$ cat src/rtl/dmem_arbiter.sv
// Arbitrates the single-port data memory between the CPU MEM stage and an external
// burst requester. Define ARB_STATS_EN to add the stall_cnt / ext_beats counters.
module dmem_arbiter #(
  parameter int AW           = 32,
  parameter int DW           = 32,
  parameter int STARVE_LIMIT = 4,
  parameter int MAX_BURST    = 8
) (
  input  logic          CLK,
  input  logic          RST,
  input  logic          cpu_req,
  input  logic          cpu_we,
  input  logic [AW-1:0] cpu_addr,
  input  logic [DW-1:0] cpu_wdata,
  output logic          cpu_stall,
  input  logic          ext_req,
  input  logic          ext_we,
  input  logic          ext_last,
  input  logic [AW-1:0] ext_addr,
  input  logic [DW-1:0] ext_wdata,
  output logic          ext_gnt,
  output logic          ext_rvalid,
  output logic [DW-1:0] ext_rdata,
  output logic [AW-1:0] mem_A,
  output logic [DW-1:0] mem_WD,
  output logic          mem_WE,
  input  logic [DW-1:0] mem_RD,
  output logic          arb_state
`ifdef ARB_STATS_EN
  ,
  output logic [15:0]   stall_cnt,
  output logic [15:0]   ext_beats
`endif
);

  typedef enum logic {IDLE = 1'b0, LOCK = 1'b1} state_t;

  localparam logic [3:0] STARVE_MAX = 4'(STARVE_LIMIT);
  localparam logic [7:0] BURST_LAST = 8'(MAX_BURST - 1);
  localparam bit         BURST_OK   = (MAX_BURST > 1);

  state_t     state, state_next;
  logic [3:0] starve_cnt, starve_next, starve_eff;
  logic [7:0] burst_cnt, burst_next;
  logic       lock_eff, cpu_gnt, ext_win;

  // While RST is high the grant path sees the reset state, not the stale registers.
  always_comb begin
    lock_eff   = (state == LOCK) && !RST;
    starve_eff = RST ? 4'd0 : starve_cnt;
    cpu_gnt    = 1'b0;
    ext_win    = 1'b0;
    if (lock_eff && ext_req)                       ext_win = 1'b1;
    else if (cpu_req && (starve_eff < STARVE_MAX)) cpu_gnt = 1'b1;
    else if (ext_req)                              ext_win = 1'b1;
  end

  assign cpu_stall = cpu_req & ~cpu_gnt;
  assign ext_gnt   = ext_win;
  assign arb_state = (state == LOCK);
  assign mem_A     = ext_win ? ext_addr  : cpu_addr;
  assign mem_WD    = ext_win ? ext_wdata : cpu_wdata;
  assign mem_WE    = ext_win ? ext_we    : (cpu_gnt & cpu_we);

  always_comb begin
    state_next  = state;
    burst_next  = burst_cnt;
    starve_next = starve_cnt;
    if (ext_win || !ext_req)
      starve_next = 4'd0;
    else if (cpu_gnt && (starve_cnt < STARVE_MAX))
      starve_next = starve_cnt + 4'd1;
    case (state)
      IDLE: begin
        if (ext_win && !ext_last && BURST_OK) begin
          state_next = LOCK;
          burst_next = 8'd1;
        end
      end
      LOCK: begin
        if (!ext_req) begin
          state_next = IDLE;
          burst_next = 8'd0;
        end else if (ext_win) begin
          // Release on the final beat or when the burst length cap is reached.
          if (ext_last || (burst_cnt == BURST_LAST)) begin
            state_next = IDLE;
            burst_next = 8'd0;
          end else begin
            burst_next = burst_cnt + 8'd1;
          end
        end
      end
      default: begin
        state_next = IDLE;
        burst_next = 8'd0;
      end
    endcase
  end

  always_ff @(posedge CLK) begin
    if (RST) begin
      state      <= IDLE;
      starve_cnt <= 4'd0;
      burst_cnt  <= 8'd0;
      ext_rvalid <= 1'b0;
      ext_rdata  <= '0;
    end else begin
      state      <= state_next;
      starve_cnt <= starve_next;
      burst_cnt  <= burst_next;
      ext_rvalid <= ext_win & ~ext_we;
      if (ext_win && !ext_we) ext_rdata <= mem_RD;
    end
  end

`ifdef ARB_STATS_EN
  always_ff @(posedge CLK) begin
    if (RST) begin
      stall_cnt <= 16'd0;
      ext_beats <= 16'd0;
    end else begin
      if (cpu_stall && (stall_cnt != 16'hFFFF)) stall_cnt <= stall_cnt + 16'd1;
      if (ext_win && (ext_beats != 16'hFFFF))   ext_beats <= ext_beats + 16'd1;
    end
  end
`endif

endmodule

$ cat config.mk
export PLATFORM = sky130hd
export DESIGN_NAME = dmem_arbiter
export DESIGN_NICKNAME = d
export VERILOG_FILES = /design/src/rtl/dmem_arbiter.sv
export SDC_FILE = /design/constraint.sdc
export NUM_CORES = 1
export LEC_CHECK = 0
export ABC_CLOCK_PERIOD_IN_PS = 1800
export CAP_MARGIN = 15
export CELL_PAD_IN_SITES_DETAIL_PLACEMENT = 1
export CELL_PAD_IN_SITES_GLOBAL_PLACEMENT = 2
export CORE_ASPECT_RATIO = 0.6
export CORE_MARGIN = 2
export CORE_UTILIZATION = 14
export DETAILED_ROUTE_END_ITERATION = 6
export GPL_TIMING_DRIVEN = 0
export MAX_ROUTING_LAYER = met4
export PLACE_DENSITY_LB_ADDON = 0.15
export SLEW_MARGIN = 20
export SYNTH_ARGS = -nofsm -noshare
export SYNTH_HDL_FRONTEND = slang
export SYNTH_SLANG_ARGS = --single-unit
$ cat constraint.sdc
create_clock -name CLK -period 1.8 [get_ports CLK]
set_input_delay 0.18 -clock CLK [delete_from_list [all_inputs] [get_ports CLK]]
set_output_delay 0.18 -clock CLK [all_outputs]
set_load 0.02 [all_outputs]
==> results.json, run 1 <==
{
  "crit_path_start_kind": "flop",
  "clock-sinks": 46,
  "cts_max_level": 2,
  "grt_pass1_wl_um": 20700,
  "ir_worst_vdd_mv": 0.290,
  "cts_tree": "yes",
  "violations": "negative setup slack",
  "synth_edf_count": 0,
  "numPortBuffers": 266,
  "synth_cell_types": 40,
  "vias": 3316,
  "dieHeight_um": 114,
  "die_area_um2": 21400,
  "placed_cell_area_um2": 5890,
  "timing.slew.headroom": 0.620,
  "n_fill_cell": 2236,
  "grt_util_met1": 0.171,
  "post-route-drc-count": 0,
  "layout_min_cycle_time_ns": 2.33,
  "hpwl_um": 11600,
  "tns_ns": -29.31,
  "min_path_type": "reg2reg",
  "max_stage_delay_ns": 0.56,
  "period_share": 1.29,
  "layout_common_cells": "clkdlybuf4s50_1, buf_6, nand2_1",
  "worst_pin_slew_ns": 0.570,
  "grt_util_all_layers": 0.132,
  "finalSetupViolations": 94,
  "synthArstFlopShare": 0,
  "drt-total-wl_um": 14300,
  "max-clock-path-buffers": 2,
  "fin_ws_ns": -0.529,
  "cpMaxStageDelayCell": "or4b_4",
  "status": "finished, violations left",
  "synthCells": 297,
  "fin_worst_skew_ns": 0.00396,
  "ios": 268,
  "timing.critical_path.max_delay_family": "simple AND/OR/NAND/NOR gates",
  "grt_overflow": 0,
  "num_rows": 40,
  "core-area_um2": 19900,
  "layout_commonest_cell": "clkdlybuf4s50_1",
  "design_area_um2": 6510,
  "cts_root_buffer": "clkbuf_16",
  "die_w_um": 187,
  "avgRoutedWirePerCell_um": 16.5,
  "drt_iter0_markers": 104,
  "crit_fanout": 8,
  "cp_common_cell": "buf_12",
  "drt-pass1-iter-count": 4,
  "grt_most_used_layer": "met2",
  "area_growth_pct": 131,
  "worstPathCellList": "or4b_4 -> nand2b_4 -> buf_12 -> buf_12 -> buf_12 -> mux2_4 -> buf_6",
  "slew_violations": 0,
  "post_synth.cell_area_avg_um2": 9.51,
  "hold_viol": 0,
  "timing.critical_path.buf_inv": 4,
  "grt_pass1_vias": 3373,
  "path_clk_slew_ns": 0.06,
  "critPathRequiredTime_ns": 1.62,
  "vias_per_cell": 3.82,
  "ys_ff_latch": 46,
  "cts_buffers": 5,
  "arrival_ns": 2.15,
  "syn_area_um2": 2820,
  "fmax_ghz": 0.429,
  "antenna_cells": 0,
  "drive_above_1_share": 0.316,
  "start_util": 0.142,
  "ys_seq_area_frac": 0.326,
  "leakage_nw": 2.73,
  "clk_latency_ns": 0.30,
  "cp-end-kind": "output pin",
  "grt_start_max_net_pins": 15,
  "synth_ff_type": "dfxtp_1",
  "power_density_nw_per_um2": 549,
  "criticalPathCategory": "reg2out",
  "fin_nets": 763,
  "drv_cap": 0,
  "antenna_found_initial": 0,
  "synthesis.nets": 466,
  "rsz0062_at_grt": "yes",
  "met3_usage": 0.0345,
  "gp_congestion": 0.784,
  "globalRouteMet2Util": 0.208,
  "drtAntennaViolNets": 0,
  "yosys_warnings": 0
}
[state kept, by name, summed over array words and instances, names as in the netlist]
name / count
starve_cnt: 4
ext_rvalid: 1
arb_state: 1
burst_cnt: 8
ext_rdata: 32
[per-layer routing]
metal | up-vias | share of wire | routed length, um
li1 | 1637 | - | -
met1 | 1562 | 0.46 | 6550
met2 | 109 | 0.47 | 6760
met3 | 8 | 0.061 | 875
met4 | 0 | 0.0078 | 112
met5 | - | 0 | 0
[layout make-up]
| class | instances | area (um2) | share of cell area |
|---|---|---|---|
| timing repair buffer | 293 | 3100 | 0.476 |
| multi-input combinational | 227 | 1830 | 0.281 |
| sequential | 46 | 928 | 0.143 |
| tap | 273 | 342 | 0.0524 |
| buffer | 17 | 151 | 0.0232 |
| clock buffer | 6 | 139 | 0.0213 |
| inverter | 4 | 15.0 | 0.00231 |
| clock inverter | 2 | 12.5 | 0.00192 |
[final timing paths]
check | cells after the start | to | slack, ns | from
max | 7 | mem_WD[14] | -0.53 | starve_cnt[3]$_SDFFE_PP0P_
min | 1 | starve_cnt[0]$_SDFFE_PP0P_ | 0.43 | starve_cnt[0]$_SDFFE_PP0P_
max reg2reg | 8 | ext_rdata[10]$_SDFFE_PP0P_ | -0.05 | starve_cnt[2]$_SDFFE_PP0P_
min reg2reg | 1 | starve_cnt[0]$_SDFFE_PP0P_ | 0.43 | starve_cnt[0]$_SDFFE_PP0P_
[through the flow]
step	setup slack, ns	util	total power, mW	hold slack (ns)	cells
2_1_floorplan	-0.0736	-	1.71	0.316	297
3_3_place_gp	-1.04	0.296	2.45	0.408	836
3_5_place_dp	-1.05	0.296	2.47	0.426	836
4_1_cts	-0.560	0.326	3.65	0.425	864
5_1_grt	-0.599	0.328	3.76	0.438	868
6_report	-0.529	0.328	3.58	0.433	868
[cell usage after synthesis (2+ instances only)]
cell type | instances | area [um2]
or3_1 | 3 | 18.8
inv_1 | 4 | 15.0
nor3_1 | 6 | 30.0
a21oi_1 | 38 | 190
a211oi_1 | 2 | 15.0
dfxtp_1 | 46 | 921
mux2_4 | 39 | 586
buf_12 | 5 | 100
buf_2 | 5 | 25.0
nor2b_1 | 2 | 12.5
clkbuf_1 | 7 | 26.3
and4_1 | 3 | 26.3
nand3_1 | 6 | 30.0
and2_1 | 2 | 12.5
nor2_1 | 5 | 18.8
ha_1 | 2 | 25.0
mux2_2 | 25 | 282
nand3b_1 | 2 | 15.0
nand2_1 | 68 | 255
and3_1 | 2 | 12.5
o211a_1 | 2 | 20.0
buf_4 | 2 | 15.0
o21ai_0 | 4 | 20.0
[kinds of logic (layout without fill, tap and decap cells)]
| logic type | count (synthesis) | count (layout) | synth area share |
|---|---|---|---|
| AO/OA/AOI/OAI | 54 | 54 | 0.110 |
| adder cells (fa/ha/maj) | 2 | 2 | 0.00886 |
| buffers and inverters | 24 | 322 | 0.0682 |
| flip-flops | 46 | 46 | 0.326 |
| multiplexers | 64 | 64 | 0.307 |
| other | 1 | 1 | 0.00133 |
| AND/OR/NAND/NOR | 106 | 106 | 0.178 |
[power by group]
| part | total [mW] | internal (mW) | switching (mW) |
|---|---|---|---|
| Combinational | 1.54 | 0.954 | 0.584 |
| Sequential | 1.07 | 1.05 | 0.0200 |
| Clock | 0.968 | 0.551 | 0.418 |
| Total | 3.58 | 2.55 | 1.02 |
[what timing repair did]
item                                    4_1_cts  5_1_grt
setup buffers                                15       10
hold buffers                                  0        0
resized for setup                           416       34
gates cloned                                  6        1
endpoints found under the setup margin       96      100
Power figures use the tool's default switching activity.
==> run 2, diff against run 1 <==
CORE_ASPECT_RATIO = 2   (was 0.6)
==> run 2 against run 1 <==
Net effect: the run still ends with negative setup slack left; worst setup slack improved by 0.040 ns; sequential cell count unchanged; critical path depth unchanged; global-route usage increased by 1.2 points; die area increased by 0.15%; first-iteration DRC count decreased by 34%; worst hold slack got worse by 0.060 ns; largest power group unchanged.
==> results.json, run 2 (same netlist as run 1, synthesis figures left out) <==
{
  "grt_pass1_wl_um": 22800,
  "layout_common_cells": "clkdlybuf4s50_1, nand2_1, mux2_4, buf_6, dfxtp_1",
  "vias": 3468,
  "cp-end-kind": "output pin",
  "gp_congestion": 0.756,
  "p_int_mw": 2.46,
  "numPortBuffers": 266,
  "dieHeight_um": 205,
  "hold_viol": 0,
  "crit_path_start_kind": "flop",
  "cpMaxStageDelayCell": "or4b_4",
  "clock-sinks": 46,
  "slew_violations": 0,
  "ios": 268,
  "drt-total-wl_um": 15400,
  "antenna_found_initial": 2,
  "vias_per_cell": 4.07,
  "start_util": 0.142,
  "critPathRequiredTime_ns": 1.62,
  "p_comb_frac": 0.432,
  "cts_tree": "yes",
  "fin_ws_ns": -0.489,
  "cts_hold_buf": 0,
  "drive_above_1_share": 0.304,
  "fin_worst_skew_ns": 0.00367,
  "timing.slew.headroom": 0.576,
  "cts_buffers": 5,
  "worst_pin_slew_ns": 0.636,
  "violations": "negative setup slack",
  "layout_min_cycle_time_ns": 2.29,
  "clk_latency_ns": 0.29,
  "die_area_um2": 21400,
  "placed_cell_area_um2": 5880,
  "criticalPathCategory": "reg2out",
  "worstPathCellList": "or4b_4 -> nand2b_4 -> buf_12 -> buf_4 -> buf_12 -> mux2_4 -> buf_6",
  "grt_pass1_vias": 3781,
  "fmax_ghz": 0.437,
  "min_path_type": "in2reg",
  "grt_util_all_layers": 0.143,
  "arrival_ns": 2.11,
  "max_stage_delay_ns": 0.55,
  "period_share": 1.27,
  "cts_max_level": 2,
  "pwr-share-clk": 0.260,
  "max-clock-path-buffers": 2,
  "crit_fanout": 8,
  "rsz0062_at_grt": "yes",
  "largestRegisters": "ext_rdata (32), burst_cnt (8), starve_cnt (4)",
  "cts_root_buffer": "clkbuf_16",
  "grt_start_max_net_pins": 14,
  "layout_commonest_cell": "clkdlybuf4s50_1",
  "largest-register": "ext_rdata",
  "finalSetupViolations": 93,
  "power_density_nw_per_um2": 550,
  "largest_reg_flops": 32,
  "cp_common_cell": "buf_12",
  "drt-pass1-iter-count": 4,
  "design_area_um2": 6310,
  "grt_overflow": 0,
  "p_sw_mw": 1.01,
  "fin_nets": 757,
  "p_sw_frac": 0.290,
  "die_w_um": 104,
  "drt_iter0_markers": 69,
  "status": "finished, violations left",
  "avgRoutedWirePerCell_um": 18.1,
  "path_clk_slew_ns": 0.06,
  "pwr-share-seq": 0.308,
  "drv_cap": 0,
  "leakage_nw": 2.64,
  "ir_worst_vdd_mv": 0.542,
  "hold_ws_ns": 0.373,
  "num_rows": 73,
  "area_growth_pct": 124,
  "core-area_um2": 19800,
  "hpwl_um": 12500,
  "drtAntennaViolNets": 0,
  "post-route-drc-count": 0
}
==> run 2: cell types whose count changed in the layout (fill, tap and decap cells not counted), sizes merged <==
| cell | delta |
|---|---|
| buf | -6 |
| diode | +2 |
| clkinv | +1 |
| clkinvlp | -1 |
| dlygate4sd2 | -1 |
==> run 2: path summary, 6_finish.rpt <==
check,from,endpoint,slack [ns],cells after the start
max,arb_state$_SDFF_PP0_,mem_WD[29],-0.49,7
min,ext_req,starve_cnt[2]$_SDFFE_PP0P_,0.37,3
max reg2reg,starve_cnt[2]$_SDFFE_PP0P_,ext_rdata[7]$_SDFFE_PP0P_,-0.07,7
min reg2reg,starve_cnt[0]$_SDFFE_PP0P_,starve_cnt[0]$_SDFFE_PP0P_,0.43,1
==> run 2: critical path, delay by kind of cell, from the launching register on <==
kind | cells | cell delay [ns]
buffers and inverters | 4 | 0.50
muxes | 1 | 0.31
DFF | 1 | 0.34
and+or+nand+nor | 2 | 0.67
==> run 2: area by class of cell <==
cell class	count	area, um2
plain buffers	17	151
flip-flops and latches	46	928
clock inverters	2	10.0
clock buffers	5	125
well taps	262	328
multi-input cells	227	1810
fillers	2313	13500
inverters	4	15.0
repair buffers	287	2940
diodes	2	5.00
==> run 2: routing by layer <==
metal,share of wire,GRT usage,up-vias
met2,0.53,0.270,219
met3,0.11,0.0589,10
met1,0.34,0.132,1617
met5,0,-,-
li1,-,-,1622
met4,0.015,0.0391,0
==> run 2: repair_timing <==
item                                    CTS  global route
hold endpoints to repair                  0             0
endpoints found under the setup margin   96            98
gates resized for setup                 405            21
buffers inserted                         11            11
pin swaps                                 1             2
cloned                                    5             0
==> run 2: metrics by stage <==
stage	instances	worst slack [ns]	TNS, ns	utilization	total power, mW
2_1_floorplan	297	-0.0736	-3.22	-	1.71
3_3_place_gp	825	-0.999	-71.60	0.296	2.46
3_5_place_dp	825	-1.02	-75.38	0.296	2.48
4_1_cts	847	-0.558	-31.68	0.320	3.56
5_1_grt	852	-0.552	-36.52	0.318	3.63
6_report	852	-0.489	-27.94	0.318	3.47
==> run 2: power by group through the flow <==
| stage | clock, mW | sequential (mW) | combinational (mW) |
|---|---|---|---|
| floorplan | 0 | 1.13 | 0.578 |
| global placement | 0 | 1.09 | 1.37 |
| detailed placement | 0 | 1.09 | 1.39 |
| CTS | 0.956 | 1.07 | 1.54 |
| global route | 0.977 | 1.07 | 1.58 |
| finish | 0.903 | 1.07 | 1.50 |
